$ cat src/rtl/alu_div_pkg.sv
// rtl/alu_div_pkg.sv - shared funct codes, state encoding and constants for the divider issue logic
package alu_div_pkg;

    localparam logic [4:0] FUNCT_DIV  = 5'b10010;
    localparam logic [4:0] FUNCT_DIVU = 5'b10011;
    localparam logic [4:0] FUNCT_REM  = 5'b10100;
    localparam logic [4:0] FUNCT_REMU = 5'b10101;

    localparam logic [31:0] INT_MIN  = 32'h8000_0000;
    localparam logic [31:0] ALL_ONES = 32'hFFFF_FFFF;

    typedef enum logic [2:0] {
        ST_IDLE,
        ST_ISSUE,
        ST_WAIT,
        ST_WB,
        ST_DRAIN
    } state_e;

endpackage

$ cat src/rtl/alu_div_special.sv
// rtl/alu_div_special.sv - combinational detect and result for requests that bypass the divider
module alu_div_special
    import alu_div_pkg::*;
(
    input  logic [4:0]  funct,
    input  logic [31:0] op1,
    input  logic [31:0] op2,
    output logic        is_special,
    output logic [31:0] special_res
);

    logic div_by_zero;
    logic overflow;

    assign div_by_zero = (op2 == 32'd0);
    assign overflow    = (op1 == INT_MIN) && (op2 == ALL_ONES);

    // Unknown funct codes complete immediately with a zero result.
    always_comb begin
        is_special  = 1'b1;
        special_res = 32'd0;
        case (funct)
            FUNCT_DIV: begin
                if (div_by_zero)   special_res = ALL_ONES;
                else if (overflow) special_res = INT_MIN;
                else               is_special  = 1'b0;
            end
            FUNCT_DIVU: begin
                if (div_by_zero) special_res = ALL_ONES;
                else             is_special  = 1'b0;
            end
            FUNCT_REM: begin
                if (div_by_zero)   special_res = op1;
                else if (overflow) special_res = 32'd0;
                else               is_special  = 1'b0;
            end
            FUNCT_REMU: begin
                if (div_by_zero) special_res = op1;
                else             is_special  = 1'b0;
            end
            default: ;
        endcase
    end

endmodule

$ cat src/rtl/alu_div_issue.sv
// rtl/alu_div_issue.sv - issue/writeback controller between execute and the multi-cycle divider
module alu_div_issue
    import alu_div_pkg::*;
#(
    parameter int TIMEOUT_CYCLES = 64
) (
    input  logic        clk,
    input  logic        nReset,
    input  logic        ex_valid_i,
    input  logic [4:0]  ex_funct_i,
    input  logic [31:0] ex_op1_i,
    input  logic [31:0] ex_op2_i,
    input  logic [4:0]  ex_rd_i,
    output logic        ex_ready_o,
    input  logic        flush_i,
    output logic        div_stb_o,
    output logic [4:0]  div_funct_o,
    output logic [31:0] div_op1_o,
    output logic [31:0] div_op2_o,
    input  logic [31:0] div_res_i,
    input  logic        div_done_i,
    output logic        wb_valid_o,
    output logic [4:0]  wb_rd_o,
    output logic [31:0] wb_data_o,
    input  logic        wb_ready_i,
    output logic        err_o
);

    localparam int CW = $clog2(TIMEOUT_CYCLES + 1);
    localparam logic [CW-1:0] CNT_LAST = CW'(TIMEOUT_CYCLES - 1);

    state_e        state;
    state_e        state_nx;
    logic [CW-1:0] cnt;
    logic          accept;
    logic          is_special;
    logic [31:0]   special_res;
    logic          waiting;
    logic          timeout_hit;
    logic          timeout_evt;

    alu_div_special u_special (
        .funct       (ex_funct_i),
        .op1         (ex_op1_i),
        .op2         (ex_op2_i),
        .is_special  (is_special),
        .special_res (special_res)
    );

    // ex_ready_o is high exactly in IDLE, so it doubles as the accept qualifier.
    assign accept      = ex_valid_i & ex_ready_o & ~flush_i;
    assign waiting     = (state == ST_WAIT) || (state == ST_DRAIN);
    assign timeout_hit = (cnt == CNT_LAST);
    assign timeout_evt = waiting && !div_done_i && timeout_hit;

    always_comb begin
        state_nx = state;
        case (state)
            ST_IDLE: begin
                if (accept) state_nx = is_special ? ST_WB : ST_ISSUE;
            end
            ST_ISSUE: begin
                state_nx = flush_i ? ST_DRAIN : ST_WAIT;
            end
            ST_WAIT: begin
                if (div_done_i)       state_nx = flush_i ? ST_IDLE : ST_WB;
                else if (timeout_hit) state_nx = ST_IDLE;
                else if (flush_i)     state_nx = ST_DRAIN;
            end
            ST_WB: begin
                if (flush_i || wb_ready_i) state_nx = ST_IDLE;
            end
            ST_DRAIN: begin
                if (div_done_i || timeout_hit) state_nx = ST_IDLE;
            end
            default: state_nx = ST_IDLE;
        endcase
    end

    // Handshake outputs are registered copies of the next-state decode.
    always_ff @(posedge clk or negedge nReset) begin
        if (!nReset) begin
            state       <= ST_IDLE;
            ex_ready_o  <= 1'b1;
            div_stb_o   <= 1'b0;
            wb_valid_o  <= 1'b0;
            div_funct_o <= 5'd0;
            div_op1_o   <= 32'd0;
            div_op2_o   <= 32'd0;
            wb_rd_o     <= 5'd0;
            wb_data_o   <= 32'd0;
            cnt         <= '0;
            err_o       <= 1'b0;
        end else begin
            state      <= state_nx;
            ex_ready_o <= (state_nx == ST_IDLE);
            div_stb_o  <= (state_nx == ST_ISSUE);
            wb_valid_o <= (state_nx == ST_WB);

            if (accept) begin
                div_funct_o <= ex_funct_i;
                div_op1_o   <= ex_op1_i;
                div_op2_o   <= ex_op2_i;
                wb_rd_o     <= ex_rd_i;
                if (is_special) wb_data_o <= special_res;
            end

            if ((state == ST_WAIT) && div_done_i && !flush_i) wb_data_o <= div_res_i;

            if (state == ST_ISSUE) cnt <= '0;
            else if (waiting)      cnt <= cnt + CW'(1);

            if (timeout_evt) err_o <= 1'b1;
        end
    end

endmodule

$ cat config.mk
export PLATFORM = sky130hd
export DESIGN_NAME = alu_div_issue
export DESIGN_NICKNAME = d
export VERILOG_FILES = /design/src/rtl/alu_div_pkg.sv /design/src/rtl/alu_div_special.sv /design/src/rtl/alu_div_issue.sv
export SDC_FILE = /design/constraint.sdc
export NUM_CORES = 1
export LEC_CHECK = 0
export BUFFER_PORTS_ARGS = -buffer_cell sky130_fd_sc_hd__buf_2
export CORE_MARGIN = 2
export CORE_UTILIZATION = 40
export DETAILED_ROUTE_END_ITERATION = 16
export PLACE_DENSITY = 0.79
export SLEW_MARGIN = 20
export SYNTH_ARGS = -nofsm -noshare
export SYNTH_HDL_FRONTEND = slang
export SYNTH_SLANG_ARGS = --single-unit
$ cat constraint.sdc
create_clock -name clk -period 4.5 [get_ports clk]
set_clock_uncertainty 0.2 [all_clocks]
set_input_delay 0.225 -clock clk [delete_from_list [all_inputs] [get_ports clk]]
set_output_delay 0.225 -clock clk [all_outputs]
set_load 0.01 [all_outputs]
-- Word level (Yosys, flattened, before mapping)
Index checks and enable logic that the tools add are counted.
- register bits: 120
- bits in latches: 0
- bits in writable memories: 0
- memory bits (read-only): 0
- input bits: 112
- output and inout bits: 110
- memories: 0
- add/subtract/negate cells: 1
- multipliers: 0
- divide/modulo/power cells: 0
- magnitude comparators: 0
- eq/ne operators: 13
- shift-type cells: 0
- mux-type cells: 24
- bitwise gates (word level): 3
- reduce and logical (&&, ||, !) cells: 20
- operators with widths (cell ; count):
    32-bit two-way mux ; 7
    32-bit one-hot mux with 3 select lines ; 1
    32-bit equality test, second input constant ; 2
    32-bit logical NOT ; 1
    3-bit two-way mux ; 7
    5-bit equality test, second input constant ; 4
    3-bit one-hot mux with 5 select lines ; 1
    7-bit two-way mux ; 2
    3-bit by 2-bit equality test with 1-bit output, second input constant ; 3
    7-bit by 1-bit adder with 7-bit output, second input constant ; 1
    7-bit by 6-bit equality test with 1-bit output, second input constant ; 1
    3-bit by 1-bit equality test with 1-bit output, second input constant ; 2
    3-bit logical NOT ; 2
    2-bit nonzero test ; 3
    2-bit OR reduction ; 3
    1-bit logical AND ; 5
    2-bit two-way mux ; 2
    3-bit equality test, second input constant ; 1
    1-bit logical OR ; 3
    1-bit two-way mux ; 3
    1-bit AND ; 2
    1-bit logical NOT ; 2
    1-bit one-hot mux with 2 select lines ; 1
    2-bit AND reduction ; 1
    1-bit inverter ; 1

-- Logic depth before layout (Yosys ltp)
Gate-level depths: netlist of the first run.
- depth after elaboration: 9
- mapped depth: 7
- mapped depth without buffers: 6

-- Cells and area by module
A second synthesis of the first run with hierarchy kept.
- cell total of the unflattened synthesis: 446
- area, all modules: 5555.3 µm²
- modules (own cells, without submodules) (module ; instances ; cells an instance ; area each (µm²)):
    alu_div_issue ; 1 ; 366 ; 4929.7
    alu_div_special ; 1 ; 80 ; 625.6

-- Worst setup path before layout of the first run
No wires, ideal clock.
- path type: input -> register
- start point: input port ex_op1_i[4]
- end point: register wb_data_o[22]
- library setup time: 0.126 ns
- arrival: 1.866 ns
- required time: 4.174 ns
- slack: 2.308 ns
- cell stages on the path: 7
- buffers on the path: 1
- cells stage by stage: nand4b_1 -> or4_1 -> or4_4 -> nor3_2 -> nor3_2 -> buf_6 -> a221o_1
- cells in the longest elaborated chain, start to end: 7
- RTL lines (element ; RTL line ; text):
    start, declared ; alu_div_issue.sv:11 ; input logic [31:0] ex_op1_i,
    32-bit equality test ; alu_div_special.sv:16 ; assign overflow = (op1 == INT_MIN) && (op2 == ALL_ONES);
    1-bit logical AND ; alu_div_special.sv:16 ;
    1-bit two-way mux ; alu_div_special.sv:25, alu_div_special.sv:34 ;
    1-bit two-way mux ; alu_div_special.sv:24 ; if (div_by_zero) special_res = ALL_ONES;
    1-bit one-hot mux with 2 select lines ; alu_div_special.sv:22 ; case (funct)
    2-bit nonzero test (no source line) ; - ;
    2-bit AND reduction (no source line) ; - ;
    end signal, assigned ; alu_div_issue.sv:105 ; if (is_special) wb_data_o <= special_res;
    end signal, assigned ; alu_div_issue.sv:108 ; if ((state == ST_WAIT) && div_done_i && !flush_i) wb_data_o <= div_res_i;
    end, declared ; alu_div_issue.sv:24 ; output logic [31:0] wb_data_o,
Every way passes these cells.
A chain may end at the register's enable or synchronous reset.

-- Final worst setup path of the first run
- start point: input port ex_op1_i[3]
- end point: register wb_data_o[20]
Same word-level chain as after synthesis.

==> results of run 1 <==
-- path summary, 6_finish.rpt --
path / startpoint / endpoint / slack (ns) / depth (start not counted)
min in group asynchronous: nReset / div_op1_o[2] / 0.31 / 3
worst min-delay path: wb_ready_i / div_stb_o / 0.16 / 5
worst max-delay path: ex_op1_i[3] / wb_data_o[20] / 0.96 / 10
worst max register to register: state[0] / wb_data_o[20] / 1.38 / 7
max in group asynchronous: nReset / wb_data_o[29] / 3.24 / 3
worst min register to register: err_o / err_o / 0.29 / 1
-- sequential cells by signal, summed over array words and instances (netlist names) --
register / cells
div_op1_o: 32
div_op2_o: 32
wb_data_o: 32
cnt: 7
div_funct_o: 5
wb_rd_o: 5
state: 3
div_stb_o: 1
err_o: 1
ex_ready_o: 1
wb_valid_o: 1
-- through the flow --
step           hold slack, ns  setup WS (ns)   util  instances  cell area (um2)
3_3_place_gp           -0.151           1.69  0.512        806             6490
6_report                0.159          0.957  0.663        974             8400
2_1_floorplan          -0.271           2.31      -        433             5230
4_1_cts                 0.127          0.975  0.662        973             8390
3_5_place_dp           -0.151           1.62  0.513        807             6500
5_1_grt                 0.173          0.810  0.663        974             8400
-- power breakdown --
part           leakage [nW]  switching, mW  internal [mW]
Clock                 0.259          0.450          0.747
Sequential             1.49          0.313           1.55
Combinational          2.34          0.853          0.957
-- Yosys cell counts (all sizes together), types with 2 or more instances --
master and n:
a31oi 3, a21o 2, nor2 76, o21ai 3, nor4 13, nand4b 3
a311oi 3, and3 3, mux2 74, nand4 8, nand2 9, inv 4
buf 3, a21oi 12, or4 3, nor2b 4, nor3 13, clkbuf 22
a221o 31, nand3b 4, or2 2, dfrtp 119
-- layer usage --
metal,vias up,track usage,share of wire
li1,2321,-,-
met2,277,0.462,0.51
met3,73,0.0777,0.069
met1,2523,0.310,0.37
met4,0,0.146,0.044
met5,-,0,0
-- tightest hold or removal path, delay by kind of cell --
| kind | cells | cell delay [ns] |
|---|---|---|
| AOI/OAI and AO/OA | 2 | 0.29 |
| buffers and inverters | 1 | 0.10 |
| and+or+nand+nor | 2 | 0.10 |
-- kinds of logic (layout without fill, tap and decap cells) --
logic type | after synthesis | after routing | share of synthesized area
AO/OA/AOI/OAI | 63 | 63 | 0.0992
XOR/XNOR | 2 | 2 | 0.00335
adder cells (fa/ha/maj) | 1 | 1 | 0.00239
buffers and inverters | 29 | 397 | 0.0251
flip-flops | 120 | 120 | 0.574
multiplexers | 74 | 74 | 0.159
other | 0 | 1 | 0
AND/OR/NAND/NOR | 144 | 144 | 0.137
-- timing repair --
item | in CTS | in global routing
hold endpoints to repair | 227 | 0
resized for setup | 0 | 0
hold buffers | 137 | 0
-- area by class of cell --
cell class                      instances  area share
Antenna cell                            1    0.000298
Clock inverter                          4     0.00238
Inverter                                4     0.00179
Clock buffer                           25      0.0590
Tap cell                              172      0.0256
Sequential cell                       120       0.358
Timing Repair Buffer                  364       0.302
Multi-Input combinational cell        284       0.252
==> reports/results.txt, run 1 <==
In the final routed layout, each cell accounts on average for 19.3 um. The DRC violation count after routing came out at 0. Class of the most critical hold timing path: input pin to flop. The via count of the first global-routing pass was 5,565; the total design power was 4.87 mW. The total routing resource utilization after global routing is 0.272, and the vertical die dimension is 118 um. For the number of instances in the synthesized netlist, the log shows 433. The number of synthesized flops with an enable pin works out to 0. The flow ran to the end, and the final reports show no timing, DRC or antenna violations. The total vias in the final route is 5,194, and the async set-or-reset flop fraction in the synthesized netlist is 1.00. Sorting the synthesized cells by area gives the leading types as dfrtp_1 (57%), mux2_2 (16%), a221o_1 (5.9%), nor2_1 (5.5%), clkbuf_1 (1.6%). The tree is rooted in a clkbuf_16. The pre-antenna-repair detailed-routing pass consisted of 6 iterations.

The number of buffers inserted to repair setup after CTS was 0. The maximum number of pins on one net before global-route repair was 74; the hold violation total from the final report was 0. The area added between synthesis and finish is 60.5%.

The cell family with the largest share of critical-path delay was simple AND/OR/NAND/NOR gates. In this run the power density over the cells is 580 mW/mm2. The setup path with the least slack is of type input pin to flop.

The portion of the post-synthesis area used by sequential elements is 0.574. Subtracting the final worst setup slack from the clock period gives 3.54 ns. The worst-case IR drop observed on VDD is 0.000308 V. The number of clock sinks is 120. The top cell type by total area after synthesis was dfrtp_1. Data arrival at the endpoint of the critical path: 3.63 ns. The largest incremental delay on the critical path was 0.58 ns; the area of the core was 0.0127 mm2. The logs give 4 for the maximum level of the CTS H-tree and 18.8 mm for the wire length after detailed routing. The most frequently used flop master after synthesis was dfrtp_1. Among the stages of the critical path, the cell type that occurs most often is dlygate4sd3_1.

TritonCTS built the clock tree. The layout has 912 filler cells. In the layout the commonest cells are buf_2 (220), dlygate4sd3_1 (137), dfrtp_1 (119). The highest net fanout along the worst path came out at 17.

Setup violations remaining at the end of the flow were counted as 0. Traced cell by cell, the critical path runs through dlygate4sd3_1, buf_2, nor4_1, nand4_1, or4_4, nor3_2, nor3_4, buf_8, a221o_1, dlygate4sd3_1. Among all stages on the critical path, the largest delay is contributed by dlygate4sd3_1.

In this run the deepest clock path goes through 2 buffers. The number of port buffers is 221, and the cell area after technology mapping is 0.00523 mm2. For the initial antenna violation count, the log shows 1. Leaving out fill and tap cells, the most frequent cell in the layout is buf_2. The total overflow left after global routing is 0.

The type of element capturing the critical path is a flop. The share of cells above drive strength 1 was 0.419; the post-detailed-route via-to-cell ratio was 5.33. The final worst-path cycle share came out at 0.787. For the final count of pins violating max slew, the log shows 0.

The required time at the endpoint of the critical path was 4.59 ns. At the pin with the least slew margin, the transition time is 0.983 ns. During I/O placement, the number of pins put on the boundary was 222. The number of nets in the synthesized netlist is 546. The final weighted congestion in routability-driven placement came out at 0.876. The worst setup path is launched from an input pin. For the leakage dissipation, the log shows 4.08 nW. The number of storage elements in the synthesis netlist is 120. The initialized floorplan defines 41 standard-cell rows.

Setup repair after global routing left no endpoint under its margin. At the later pin of the worst-skew pair, clock insertion delay measures 0.41 ns. TritonCTS created 17 clock buffers. The critical path contains buffers and inverters numbering 4 combined. The mean area per synthesized cell is 12.1 um2, and the worst slew margin relative to its limit is 0.345. The floorplan step set the die width to 118 um.

In this run, the number of DRC markers left after iteration 0 of detailed routing was 419. The die covers 0.0140 mm2. The Yosys step of the flow raised 0 warnings. For the sequential cell area in the final layout, the log shows 0.00300 mm2. The initial standard-cell utilization of the core is 0.413, and the number of nets with antenna violations after routing is 0.

In this run, distinct cell masters in the synthesized netlist total 43. The logs give 0.00211 mm2 for the area occupied by multi-input gates and 282 MHz for the highest attainable clock frequency. The first-pass GRT wire length is 29.3 mm. After clock tree synthesis, the clock-pin slew on the worst setup and hold paths is 0.05 ns. Setup total negative slack on the finished layout was measured at 0 ns.

The run gives 11.3 mm as the sum of net half-perimeters after detailed placement. Share of the synthesized area in the top cell type: 0.569. Across the run, the number of max-cap violations was 0. After the last flow step, the layout net total stands at 904.
No activity file was read; power rests on OpenSTA's default activity.
==> run 2: changes to the inputs <==
--- a/config.mk
+++ b/config.mk
@@ -9,7 +9,7 @@
 export CORE_MARGIN = 2
 export CORE_UTILIZATION = 40
 export DETAILED_ROUTE_END_ITERATION = 16
-export PLACE_DENSITY = 0.79
+export PLACE_DENSITY = 0.82
 export SLEW_MARGIN = 20
 export SYNTH_ARGS = -nofsm -noshare
 export SYNTH_HDL_FRONTEND = slang
==> constraint.sdc (replaced) <==
create_clock -name clk -period 3.19 [get_ports clk]
set_clock_uncertainty 0.2 [all_clocks]
set_input_delay 0.1595 -clock clk [delete_from_list [all_inputs] [get_ports clk]]
set_output_delay 0.1595 -clock clk [all_outputs]
set_load 0.01 [all_outputs]
==> reports/results.txt, run 2 (synthesized netlist as in run 1, its figures left out) <==
The routed length per instance came out at 19.9 um (+3.3%). The maximum clock insertion buffer count is 2 (unchanged), and the switching power of the nets is 2.35 mW (+46%). The first-pass GRT wire length was 30.6 mm (+4.5%). The tools report the final number of setup-violating endpoints as 0 (unchanged). The critical path start-end classification is input pin to flop. The total design power was 7.24 mW (+49%). The maximum number of pins on one net before global-route repair is 68 (-8.1%).

The post-detailed-route via-to-cell ratio was 5.48 (+2.8%). Reported max-cap violation count: 0 (unchanged). The part of the power in the clock network was 0.274 (+0.028); the wire length after detailed routing was 19.6 mm (+4.6%). Commonest non-fill, non-tap cell in the layout: buf_2. The run gives 5,772 (+3.7%) as the via count of the first global-routing pass. Detailed router's first-iteration violation count: 411 (-1.9%). The min-delay analysis places its worst path in the category input pin to flop.

The sum of net half-perimeters after detailed placement was 11.3 mm (+0.12%). The logs give 858 (-5.9%) for the number of inserted filler cells in the final layout and 5,405 (+4.1%) for the total vias in the final route. Type of origin of the critical path: an input pin.

Highest net fanout along the worst path: 20 (+3). The run gives 120 (unchanged) as the number of clock sinks. The critical-path cell with the highest stage delay is dlygate4sd3_1.

Data arrival at the endpoint of the critical path: 3.24 ns (-0.39 ns). After layout, the minimum clock period comes to 3.15 ns. The clock transition at the register clock pins on the worst setup and hold paths after CTS is 0.05 ns (about the same). The number of nets with antenna violations after routing is 0 (unchanged), and the initial antenna violation count is 1 (unchanged). The post-layout worst setup margin was 0.0371 ns (-0.920 ns). The proportion of power drawn by flip-flops and latches is 0.365 (-0.017), and the initial standard-cell utilization of the core is 0.413 (unchanged). The largest incremental delay on the critical path was 0.59 ns (about the same); the die outline area was 0.0140 mm2 (unchanged). The tools report the maximum ir drop on the vdd rail as 0.000505 V (+64%). The fraction of power consumed by combinational cells is 0.360 (-0.012).

The logs give 0.00213 mm2 (+0.65%) for the area occupied by multi-input gates and 41 (unchanged) for the number of cell rows. The total power density per cell area was 842 mW/mm2 (+45%); the area added between synthesis and finish was 64.4%. The sequential cell area in the final layout is 0.00300 mm2 (unchanged), and the remaining global-route overflow is 0 (unchanged). The tools report the post-layout utilization of the core as 0.679 (+0.0162). The vertical die dimension was 118 um (unchanged); the DRC violation count after routing was 0 (unchanged). The die boundary width came out at 118 um (unchanged).

CTS buffer count: 17 (unchanged). The design internal power was 4.89 mW (+50%). The clock latency reported for the late side of the worst-skew pair is 0.41 ns (about the same), and the share of cells above drive strength 1 is 0.425 (+0.00540).

Based on the critical path, the design can be clocked at up to 317 MHz. Traced cell by cell, the critical path runs through dlygate4sd3_1, buf_2, nand4b_1, or4_4, or4_4, nor3_4, nor3_4, buf_16, a221o_1, dlygate4sd3_1. The top cell types in the final layout, fill and taps aside, are buf_2 (220), dlygate4sd3_1 (141), dfrtp_1 (119).

The flow ran to the end, and the final reports show no timing, DRC or antenna violations. The number of port buffers was 221 (unchanged); the final weighted congestion in routability-driven placement was 0.830 (-5.3%). The run gives 0.0127 mm2 (unchanged) as the area of the core. The tools report the pre-CTS worst setup slack as 0.431 ns (-1.19 ns). The leakage dissipation was 4.19 nW (+2.7%); the final count of pins violating max slew was 0 (unchanged). Clock tree root driver cell: clkbuf_16. The post-layout net count was 912 (+0.88%); the setup TNS was 0 ns (unchanged). The tools report the hold violation total from the final report as 0 (unchanged).

TritonCTS built the clock tree. The worst setup path is captured at a flop. The tools report the total iterations of the first detailed-routing run as 6 (unchanged).

The total routing resource utilization after global routing is 0.283 (+0.0111), and the actual transition at the worst max-transition pin is 0.863 ns (-0.120 ns). The required time at the endpoint of the critical path is 3.28 ns (-1.31 ns). The tools report the maximum level of the CTS H-tree as 4 (unchanged). The final worst-path cycle share is 0.988. The logs give 0.424 (+0.0797) for the worst slew margin relative to its limit and 0.114 ns (-0.0445 ns) for the hold slack.

For the count of boundary I/O pins, the log shows 222 (unchanged). The largest registers in the layout are div_op1_o x32, div_op2_o x32, wb_data_o x32. Setup repair after global routing could not meet its margin everywhere.

The net switching fraction of the power came out at 0.325 (-0.00701).
run 2: cell count changes in the layout (fill, tap and decap cells not counted), sizes merged:
| cell | before | now |
|---|---|---|
| buf | 227 | 231 |
| bufinv | 0 | 3 |
| clkbuf | 25 | 24 |
| clkinvlp | 0 | 1 |
| diode | 1 | 2 |
| dlygate4sd3 | 137 | 141 |
run 2: layout make-up:
| class | count | area share |
|---|---|---|
| sequential | 120 | 0.349 |
| tap | 172 | 0.0250 |
| inverter | 4 | 0.00175 |
| clock buffer | 24 | 0.0572 |
| antenna | 2 | 0.000582 |
| timing repair buffer | 372 | 0.305 |
| multi-input combinational | 284 | 0.247 |
| clock inverter | 8 | 0.0137 |
run 2: metal layers:
| layer | share of wire | up-vias | routed length (um) | track usage |
|---|---|---|---|---|
| met5 | 0 | - | 0 | 0 |
| met3 | 0.069 | 85 | 1350 | 0.0743 |
| met2 | 0.52 | 357 | 10200 | 0.497 |
| li1 | - | 2331 | - | - |
| met1 | 0.36 | 2632 | 7080 | 0.309 |
| met4 | 0.050 | 0 | 980 | 0.158 |
run 2: path summary, 6_finish.rpt:
path                         startpoint            end  slack (ns)  cells after the start
setup / recovery           ex_op2_i[12]  wb_data_o[13]        0.04                     10
hold / removal               wb_ready_i      div_stb_o        0.11                      5
setup reg to reg               state[1]  wb_data_o[13]        0.32                      8
hold reg to reg                   err_o          err_o        0.25                      1
max in group asynchronous        nReset     ex_ready_o        1.85                      3
min in group asynchronous        nReset  div_op2_o[10]        0.15                      2
run 2: power groups by stage:
stage / combinational [mW] / clock, mW / sequential (mW)
floorplan: 0.955 / 0 / 2.83
global placement: 2.12 / 0 / 2.56
detailed placement: 2.21 / 0 / 2.60
CTS: 2.54 / 2.01 / 2.59
global route: 2.79 / 2.09 / 2.71
finish: 2.61 / 1.99 / 2.65
run 2: critical path: cells and delay by family:
| family | cells | cell delay, ns |
|---|---|---|
| buffers and inverters | 4 | 1.47 |
| and+or+nand+nor | 5 | 1.30 |
| AOI/OAI and AO/OA | 1 | 0.32 |
run 2: stage by stage:
step | instance area (um2) | instances
floorplan | 5230 | 433
global placement | 6510 | 807
detailed placement | 6540 | 808
CTS | 8560 | 981
global route | 8600 | 985
finish | 8600 | 986
run 2: repair_timing:
action                                  in CTS  in global routing
endpoints found under the setup margin       0                 20
setup buffers                                0                  3
resized for setup                            0                  3
hold buffers                               141                  0
hold endpoints to repair                   162                  0
